$ cat config.mk
export PLATFORM = sky130hd
export DESIGN_NAME = memory_arbiter
export DESIGN_NICKNAME = d
export VERILOG_FILES = /design/src/rtl/memory_arbiter.sv
export SDC_FILE = /design/constraint.sdc
export NUM_CORES = 1
export LEC_CHECK = 0
export ABC_AREA = 1
export CAP_MARGIN = 20
export CORE_ASPECT_RATIO = 0.6
export CORE_MARGIN = 10
export CORE_UTILIZATION = 45
export DETAILED_ROUTE_END_ITERATION = 8
export PLACE_DENSITY_LB_ADDON = 0.1
export SLEW_MARGIN = 20
export SYNTH_ARGS = -nofsm -noshare
export SYNTH_HDL_FRONTEND = slang
export SYNTH_SLANG_ARGS = --single-unit
$ cat constraint.sdc
create_clock -name CLK -period 7 [get_ports CLK]
set_input_delay 1.4 -clock CLK [delete_from_list [all_inputs] [get_ports CLK]]
set_output_delay 1.4 -clock CLK [all_outputs]
set_load 0.005 [all_outputs]
$ cat src/rtl/memory_arbiter.sv
// Arbitrates the single RAM port between instruction fetch and data access.
// Data has priority; a starvation counter forces a fetch after STARVE_MAX data grants.
module memory_arbiter #(
    parameter int ADDR_W     = 32,
    parameter int DATA_W     = 32,
    parameter int STARVE_MAX = 4
) (
    input  logic              CLK,
    input  logic              RST,
    input  logic              iREN,
    input  logic [ADDR_W-1:0] iaddr,
    input  logic              dREN,
    input  logic              dWEN,
    input  logic [ADDR_W-1:0] daddr,
    input  logic [DATA_W-1:0] dstore,
    output logic              ihit,
    output logic [DATA_W-1:0] iload,
    output logic              dhit,
    output logic [DATA_W-1:0] dload,
    output logic              ram_req,
    output logic              ram_wen,
    output logic [ADDR_W-1:0] ram_addr,
    output logic [DATA_W-1:0] ram_store,
    input  logic              ram_ack,
    input  logic [DATA_W-1:0] ram_load
);

    localparam int CNT_W = $clog2(STARVE_MAX + 1);
    localparam logic [CNT_W-1:0] STARVE_LIM = CNT_W'(STARVE_MAX);

    typedef enum logic [1:0] {IDLE, GRANT_I, GRANT_D, DONE} state_t;

    state_t            state_q, state_d;
    logic [CNT_W-1:0]  starve_q, starve_d;
    logic              ihit_q, ihit_d, dhit_q, dhit_d;
    logic [DATA_W-1:0] iload_q, iload_d, dload_q, dload_d;
    logic              req_q, req_d, wen_q, wen_d;
    logic [ADDR_W-1:0] addr_q, addr_d;
    logic [DATA_W-1:0] store_q, store_d;

    logic data_pend, force_i;
    assign data_pend = dREN | dWEN;
    assign force_i   = iREN && (starve_q == STARVE_LIM);

    always_comb begin
        state_d  = state_q;
        starve_d = starve_q;
        ihit_d   = ihit_q;
        dhit_d   = dhit_q;
        iload_d  = iload_q;
        dload_d  = dload_q;
        req_d    = req_q;
        wen_d    = wen_q;
        addr_d   = addr_q;
        store_d  = store_q;
        case (state_q)
            IDLE: begin
                if (data_pend && !force_i) begin
                    state_d = GRANT_D;
                    req_d   = 1'b1;
                    wen_d   = dWEN;
                    addr_d  = daddr;
                    store_d = dstore;
                    if (!iREN)
                        starve_d = '0;
                    else if (starve_q != STARVE_LIM)
                        starve_d = starve_q + 1'b1;
                end else if (iREN) begin
                    state_d  = GRANT_I;
                    req_d    = 1'b1;
                    wen_d    = 1'b0;
                    addr_d   = iaddr;
                    starve_d = '0;
                end else begin
                    starve_d = '0;
                end
            end
            GRANT_I: begin
                if (ram_ack) begin
                    state_d = DONE;
                    req_d   = 1'b0;
                    iload_d = ram_load;
                    ihit_d  = 1'b1;
                end
            end
            GRANT_D: begin
                if (ram_ack) begin
                    state_d = DONE;
                    req_d   = 1'b0;
                    dhit_d  = 1'b1;
                    // stores leave the last loaded word visible
                    if (!wen_q)
                        dload_d = ram_load;
                end
            end
            DONE: begin
                state_d = IDLE;
                ihit_d  = 1'b0;
                dhit_d  = 1'b0;
            end
            default: state_d = IDLE;
        endcase
    end

    always_ff @(posedge CLK or posedge RST) begin
        if (RST) begin
            state_q  <= IDLE;
            starve_q <= '0;
            ihit_q   <= 1'b0;
            dhit_q   <= 1'b0;
            iload_q  <= '0;
            dload_q  <= '0;
            req_q    <= 1'b0;
            wen_q    <= 1'b0;
            addr_q   <= '0;
            store_q  <= '0;
        end else begin
            state_q  <= state_d;
            starve_q <= starve_d;
            ihit_q   <= ihit_d;
            dhit_q   <= dhit_d;
            iload_q  <= iload_d;
            dload_q  <= dload_d;
            req_q    <= req_d;
            wen_q    <= wen_d;
            addr_q   <= addr_d;
            store_q  <= store_d;
        end
    end

    assign ihit      = ihit_q;
    assign dhit      = dhit_q;
    assign iload     = iload_q;
    assign dload     = dload_q;
    assign ram_req   = req_q;
    assign ram_wen   = wen_q;
    assign ram_addr  = addr_q;
    assign ram_store = store_q;

endmodule
# [Word level (Yosys, flattened, before mapping)]
# Index checks and enable logic that the tools add are counted.
[op_classes] mux=18 addsub=1 eq_ne=10 n_reduce_logical=18 bitwise=2
[op_table] operator="32-bit two-way mux" n=2
[op_table] operator="2-bit AND reduction" n=7
[op_table] operator="3-bit two-way mux" n=3
[op_table] operator="2-bit nonzero test" n=4
[op_table] operator="1-bit two-way mux" n=6
[op_table] operator="2-bit two-way mux" n=3
[op_table] operator="3-bit != test, second input constant" n=2
[op_table] operator="1-bit case mux with 2 select lines" n=3
[op_table] operator="2-bit case mux with 3 select lines" n=1
[op_table] operator="3-bit AND reduction" n=2
[op_table] operator="2-bit equality test, second input constant" n=2
[op_table] operator="2-bit != test, second input constant" n=2
[op_table] operator="3-bit by 1-bit adder with 3-bit output, second input constant" n=1
[op_table] operator="3-bit equality test, second input constant" n=1
[op_table] operator="3-bit by 2-bit != test with 1-bit output, second input constant" n=1
[op_table] operator="2-bit by 1-bit equality test with 1-bit output, second input constant" n=1
[op_table] operator="1-bit logical AND" n=2
[op_table] operator="2-bit logical NOT" n=1
[op_table] operator="2-bit by 1-bit != test with 1-bit output, second input constant" n=1
[op_table] operator="2-bit OR reduction" n=1
[op_table] operator="1-bit logical NOT" n=1
[op_table] operator="1-bit NOT" n=1
[op_table] operator="1-bit OR" n=1
[word_totals] out_inout_bits=132 inputBits=134 regBits=137 elab_cells=59

# [Depth between registers and ports, before layout]
# Gate-level depths: netlist (run 1).
[depth] ltp_word=6 ltp_mapped=9 mapped_depth_nobuf=8

# [Worst setup path before layout (run 1)]
# OpenSTA, ideal clock, no wires.
[synth_path] path_kind="input to register" startpoint="input port dREN" endpoint="register store_q[18] (netlist: ram_store[18])" t_arrival_ps=2067 setup_time_ps=123 required_ps=6877 path_slack_ps=4810 stages=7 path_buffers=2 cell_sequence="inv_1 nand2_2 nand2_2 buf_6 buf_6 o21ai_0 nand2_1"
[synth_between] elab_chain_len=3
[synth_rtl] element="start: declaration" line_no="12" source="input logic dREN,"
[synth_rtl] element="1-bit OR" line_no="42" source="assign data_pend = dREN | dWEN;"
[synth_rtl] element="1-bit logical AND" line_no="58" source="if (data_pend && !force_i) begin"
[synth_rtl] element="2-bit AND reduction (no line)"
[synth_rtl] element="end signal: assignment" line_no="127" source="store_q <= store_d;"
[synth_rtl] element="end: declaration" line_no="39" source="logic [DATA_W-1:0] store_q, store_d;"
# Every way passes these cells.
# A chain may end at the register's enable or synchronous reset.

# [Worst setup path after layout (run 1)]
[layout_path] startpoint="input port iREN" endpoint="register store_q[29] (netlist: ram_store[29])"
[layout_between] elab_chain_len=4
[layout_rtl] element="start: declaration" line_no="10" source="input logic iREN,"
[layout_rtl] element="1-bit logical AND" line_no="43" source="assign force_i = iREN && (starve_q == STARVE_LIM);"
[layout_rtl] element="1-bit logical NOT" line_no="58"
[layout_rtl] element="1-bit logical AND" line_no="58"
[layout_rtl] element="2-bit AND reduction (no line)"
# Every way passes these cells.

==> metrics, run 1 <==
final non-filler cell area 0.009328 mm2; fin worst setup slack 3.446 ns; Power, Total 3.990 mW; placer congestion estimate 0.8551; count of nets after finishing 1090; Crit. path cell count 6; insertion delay of the later-clocked pin in the worst-skew pair 0.41 ns; number of gates resized after CTS 0; maximum number of pins on one net before global-route repair 81; maximum root-to-sink buffer count 2; Wirelength per Cell 17.58 um; # diodes 0; time the worst path needs with I/O delays and setup 3.554 ns; effective utilization at floorplan 46.31%; core area 0.01293 mm2; distinct cell type count after synthesis 20; Area growth syn-to-layout 55.73%; run status complete, no violations; r2r setup slk 4.38 ns; number of warnings reported in the yosys synthesis log 0; via count of the first global-routing pass 5823; gr usage total 20.99%; number of antenna violations at the first check in global routing 1; floorplan die width 168.9 um; reg-to-reg critical path endpoint ram_store[29]; portion of the clock cycle consumed by the worst path in the final layout 50.77%; worst endpoint data arrival time 3.90 ns; reported leakage power 4.524 nW; worst min-delay path endpoint ram_addr[31]; Iter 0 DRT Violations 397; slew margin rel. 50.77%; Syn Nets 840; num rows 32; R2R depth 7; CP dominant cell by count nand2_1; TritonCTS clock tree done; CP max FO 35; worst vdd rail ir drop 0.2220 mV; sum of routed wire length over all layers 19860 um; portion of the post-synthesis area used by sequential elements 57.24%; DP Wirelength 14730 um; total clock sinks 137; final count of pins violating max slew 0; Hold Violations, Final 0; sequential cell area 0.003428 mm2; DR DRC count 0; Clk Tree Root Cell clkbuf_16; multi-input gate area in the final layout 0.002049 mm2; cell family with the largest share of critical-path delay simple AND/OR/NAND/NOR gates; Hold/Removal Path Class flop to flop; CTS buffer count 17; delay of the slowest critical-path stage 0.67 ns; residual overflow from global routing 0; post-synthesis register bit count 137; worst r2r src starve_q[0]; CP max stage cell nor2_4; cells along the critical path clkdlybuf4s50_1 > nand3_2 > nand2_2 > nor2_4 > nand2_1 > nand2_1; top library cells by usage in the layout, fill and taps aside 265 x clkdlybuf4s50_1, 251 x nand2_1, 137 x dfrtp_1; Via density 4.968; endpoint kind of the worst setup timing path flop; H-tree Lvls 4; total placed instance area 0.008688 mm2; most common library cell in the layout ignoring fill and taps clkdlybuf4s50_1; unrepaired setup endpoints after global routing false; count of mapped cells out of synthesis 698; sort of element at the start of the critical path input port; Clock Pin Slew Worst Setup and Hold Paths 0.06 ns; worst hold start ram_addr[31]; # Max-Cap Violations 0; setup TNS 0 ns; number of top-level pins 266; Layout Skew 0.008543 ns; overall die height 109.4 um; Die Area 0.01848 mm2; post-synthesis cell area 0.005989 mm2; kind of critical path input port to flop; global-route wire length before repair 30930 um; number of detailed-route iterations in the first pass 5; power density normalized to cell area 427.7 mW/mm2; Req. time, crit path 7.34 ns; number of buffers added for setup after CTS 0; transition at the pin with the smallest max-transition slack 0.7384 ns; endpoints failing setup 0; worst slack at placement 2.675 ns; buffers and inverters on the worst path 1; Highest Clock Rate 0.2814 GHz; hold buffer count at CTS 0; count of input and output buffers 265; fraction of final layout cells with drive strength greater than 1 4.688%; number of inserted filler cells in the final layout 953; post-detailed-route count of antenna-violating nets 0; average cell area after synthesis 8.581 um2; total number of vias 5614; hold path cells 2
[report_power, final]
group          switching [mW]  internal (mW)
logic                   0.780          0.918
clock network           0.341          0.561
registers               0.218           1.17
total                    1.34           2.65
[synthesized netlist by cell type]
library cell  number  share of area, %
o21ai_1           49               4.1
inv_1             83               5.2
nand2_2            2              0.21
inv_2              1             0.063
nand2_1          253                16
ha_1               8               1.7
nand3_2            1              0.17
buf_2             17               1.4
nor2_1             1             0.063
a21oi_2            1              0.15
nand3_1           37               3.1
clkbuf_1          13              0.81
o21ai_0           50               4.2
nand3b_1          32               4.0
buf_6              6               1.1
dfrtp_1          137                57
or2_1              1              0.10
o22ai_1            3              0.31
nor2_2             1              0.10
buf_1              2              0.13
[worst max path at each step]
stage	start	slack, ns	to
after floorplan	RST	1.93	dhit
after global placement	iREN	2.25	ram_store[10]
after detailed placement	iREN	2.68	ram_store[29]
after CTS	iREN	3.11	ram_store[27]
after global routing	iREN	3.20	ram_store[16]
final	iREN	3.45	ram_store[29]
[flip-flops by register name (all words and copies together) (netlist names)]
name       cells
dload         32
iload         32
ram_addr      32
ram_store     32
starve_q       3
state_q        2
dhit           1
ihit           1
ram_req        1
ram_wen        1
[logic make-up after synthesis]
kind of cell             after synthesis  share of synthesized area (%)
AO/OA/AOI/OAI                        103                          8.732
adder cells (fa/ha/maj)                8                          1.671
buffers and inverters                122                          8.753
flip-flops                           137                          57.24
AND/OR/NAND/NOR                      328                          23.61
[through the flow]
stage | utilization, % | std cells | hold slack [ns]
6_report | 72.13 | 1130 | 0.4770
5_1_grt | 72.13 | 1130 | 0.4991
4_1_cts | 71.84 | 1129 | 0.4800
3_5_place_dp | 67.18 | 1098 | 0.4639
3_3_place_gp | 67.03 | 1097 | 0.4629
2_1_floorplan | - | 698 | 0.4703
[worst min-delay path: cells and delay by family, from the launching register on]
family        cells  cell delay (ns)
simple gates      2             0.10
flops             1             0.34
[cell type report]
class                      instances  area share, %
timing repair buffer             269          29.11
inverter                          84          3.434
clock buffer                      17          4.561
sequential                       137          36.75
multi-input combinational        439          21.97
clock inverter                    14          1.891
tap                              170          2.280
[per-layer routing]
metal / part of all wire (%) / global-route usage, % / vias up
met5: 0.065 / 0 / -
met4: 1.8 / 5.631 / 2
met3: 9.6 / 8.803 / 25
met2: 47 / 34.98 / 229
met1: 41 / 24.78 / 2673
li1: - / - / 2685
(Power assumes the default switching activity.)
==> run 2: changes to the inputs <==
--- a/config.mk
+++ b/config.mk
@@ -9,7 +9,7 @@
 export CAP_MARGIN = 20
 export CORE_ASPECT_RATIO = 0.6
 export CORE_MARGIN = 10
-export CORE_UTILIZATION = 45
+export CORE_UTILIZATION = 42
 export DETAILED_ROUTE_END_ITERATION = 8
 export PLACE_DENSITY_LB_ADDON = 0.1
 export SLEW_MARGIN = 20
==> constraint.sdc (replaced) <==
create_clock -name CLK -period 3.63 [get_ports CLK]
set_input_delay 0.726 -clock CLK [delete_from_list [all_inputs] [get_ports CLK]]
set_output_delay 0.726 -clock CLK [all_outputs]
set_load 0.005 [all_outputs]
==> run 2 against run 1 <==
Against the previous run: die area up 6.1%; hold slack got worse by 0.0012 ns; clock skew increased by 0.0047 ns; global-route usage decreased by 1.6 points; sequential share of layout area decreased by 0.52 points; combinational power rose by 94%; clock power grew 120%; final cell count up 2.4%; setup slack lost 2.0 ns; first-iteration DRC count fell by 14%; count of clock-buffer cells in the layout is 2 higher; critical path depth increased by 1; critical path type unchanged; critical endpoint is now ram_addr[18]; largest cell class unchanged.
==> metrics, run 2 (synthesis results as in run 1) <==
met1 Usage GRT 23.66% (was 24.78%); gr usage total 19.38% (was 20.99%); core area 0.01379 mm2 (was 0.01293 mm2); H-tree Lvls 4 (unchanged); insertion delay of the later-clocked pin in the worst-skew pair 0.41 ns (about the same); GR Layer Usage met3 7.430% (was 8.803%); # Max-Cap Violations 0 (unchanged); R2R depth 6 (was 7); endpoint kind of the worst setup timing path flop (unchanged); CTS buffer count 17 (unchanged); effective utilization at floorplan 43.43% (was 46.31%); count of input and output buffers 265 (unchanged); worst r2r src state_q[1] (was starve_q[0]); total placed instance area 0.008757 mm2 (was 0.008688 mm2); count of nets after finishing 1094 (was 1090); DR DRC count 0 (unchanged); CP max FO 65 (was 35); maximum number of pins on one net before global-route repair 138 (was 81); Clock Pin Slew Worst Setup and Hold Paths 0.05 ns (was 0.06 ns); Highest Clock Rate 0.4679 GHz; Wirelength per Cell 16.76 um (was 17.58 um); total clock sinks 137 (unchanged); Hold/Removal Path Class flop to flop (unchanged); time the worst path needs with I/O delays and setup 2.137 ns; r2r setup slk 1.65 ns (was 4.38 ns); Worst setup endpoint ram_addr[18] (was ram_store[29]); portion of the clock cycle consumed by the worst path in the final layout 58.88%; number of detailed-route iterations in the first pass 5 (unchanged); worst vdd rail ir drop 0.4547 mV (was 0.2220 mV); Hold Violations, Final 0 (unchanged); sum of routed wire length over all layers 19400 um (was 19860 um); most common library cell in the layout ignoring fill and taps clkdlybuf4s50_1 (unchanged); number of antenna violations at the first check in global routing 0 (was 1); Layout Skew 0.01324 ns (was 0.008543 ns); transition at the pin with the smallest max-transition slack 0.7371 ns (was 0.7384 ns); reg-to-reg critical path endpoint ram_store[18] (was ram_store[29]); Iter 0 DRT Violations 340 (was 397); # diodes 0 (unchanged); DP Wirelength 14300 um (was 14730 um); reported leakage power 4.571 nW (was 4.524 nW); post-detailed-route count of antenna-violating nets 0 (unchanged); setup TNS 0 ns (unchanged); kind of critical path input port to flop (unchanged); Req. time, crit path 3.91 ns (was 7.34 ns); busiest metal layer after global routing met2 (unchanged); Power, Total 7.919 mW (was 3.990 mW); sort of element at the start of the critical path input port (unchanged); hold buffer count at CTS 0 (unchanged); met2 Resource Use GR 32.05% (was 34.98%); worst hold start ram_addr[30] (was ram_addr[31]); unrepaired setup endpoints after global routing false (unchanged); fraction of final layout cells with drive strength greater than 1 4.870% (was 4.688%); final non-filler cell area 0.009463 mm2 (was 0.009328 mm2); top library cells by usage in the layout, fill and taps aside 265 x clkdlybuf4s50_1, 252 x nand2_1, 137 x dfrtp_1 (was 265 x clkdlybuf4s50_1, 251 x nand2_1, 137 x dfrtp_1); total number of vias 5503 (was 5614); endpoints failing setup 0 (unchanged); num rows 33 (was 32); number of top-level pins 266 (unchanged); Via density 4.756 (was 4.968); Clk Tree Root Cell clkbuf_16 (unchanged); Die Area 0.01959 mm2 (was 0.01848 mm2); worst endpoint data arrival time 2.42 ns (was 3.90 ns); power density normalized to cell area 836.9 mW/mm2 (was 427.7 mW/mm2); placer congestion estimate 0.8151 (was 0.8551); run status complete, no violations (unchanged); floorplan die width 174.2 um (was 168.9 um); number of buffers added for setup after CTS 0 (unchanged); overall die height 112.5 um (was 109.4 um); final standard cell utilization of the core 68.62% (was 72.13%); via count of the first global-routing pass 5588 (was 5823); slew margin rel. 50.86% (was 50.77%); final count of pins violating max slew 0 (unchanged); critical path launch point iREN (unchanged); maximum root-to-sink buffer count 2 (unchanged); number of gates resized after CTS 0 (unchanged); residual overflow from global routing 0 (unchanged); Area growth syn-to-layout 57.99% (was 55.73%); TritonCTS clock tree done (unchanged); minimum hold slack 0.4758 ns (was 0.4770 ns); global-route wire length before repair 30560 um (was 30930 um)
[run 2: cell types whose count changed in the layout (fill, tap and decap cells not counted), moves of 2 or more]
| cell | delta |
|---|---|
| clkinv_4 | -3 |
| buf_4 | +3 |
| clkbuf_1 | +2 |
| inv_6 | +2 |
| clkinv_2 | -3 |
| bufinv_16 | +3 |
[run 2: metrics by stage]
| stage | instances | setup slack (ns) |
|---|---|---|
| after global routing | 1157 | 1.325 |
| after global placement | 1124 | 1.041 |
| after detailed placement | 1124 | 0.9875 |
| final | 1157 | 1.493 |
| after CTS | 1156 | 1.278 |
| after floorplan | 698 | 1.197 |
[run 2: how the worst min path moves through the flow]
stage	slack [ns]	cells past startpoint	to
finish	0.48	2	ram_addr[30]
detailed placement	0.47	2	ram_addr[5]
global placement	0.46	2	ram_store[21]
floorplan	0.47	2	ram_store[23]
global route	0.49	2	ram_addr[5]
CTS	0.48	2	ram_addr[5]
[run 2: metal layers]
metal / routed length [um] / up-vias / share of wire, %
met4: 157 / 0 / 0.81
li1: - / 2688 / -
met3: 1627 / 11 / 8.4
met1: 8375 / 2603 / 43
met2: 9235 / 201 / 48
met5: 0 / - / 0
[run 2: power by group]
part           leakage, nW  switching [mW]  total, mW  internal, mW
registers             1.70           0.391       2.65          2.26
logic                 2.55            1.51       3.30          1.79
clock network        0.323           0.669       1.97          1.30
[run 2: critical path, stage by stage]
cell and delay, ns:
clkdlybuf4s50_1 0.57, nand3_2 0.12, nand2_2 0.11, buf_4 0.56
nand2_1 0.11, nand3_1 0.13, nand2_1 0.07
[run 2: final cells by class]
class / instances / area [um2]
Fill cell: 1095 / 4328
Clock inverter: 13 / 240.2
Tap cell: 192 / 240.2
Clock buffer: 19 / 432.9
Multi-Input combinational cell: 439 / 2044
Timing Repair Buffer: 273 / 2758
Inverter: 84 / 319.1
Sequential cell: 137 / 3428
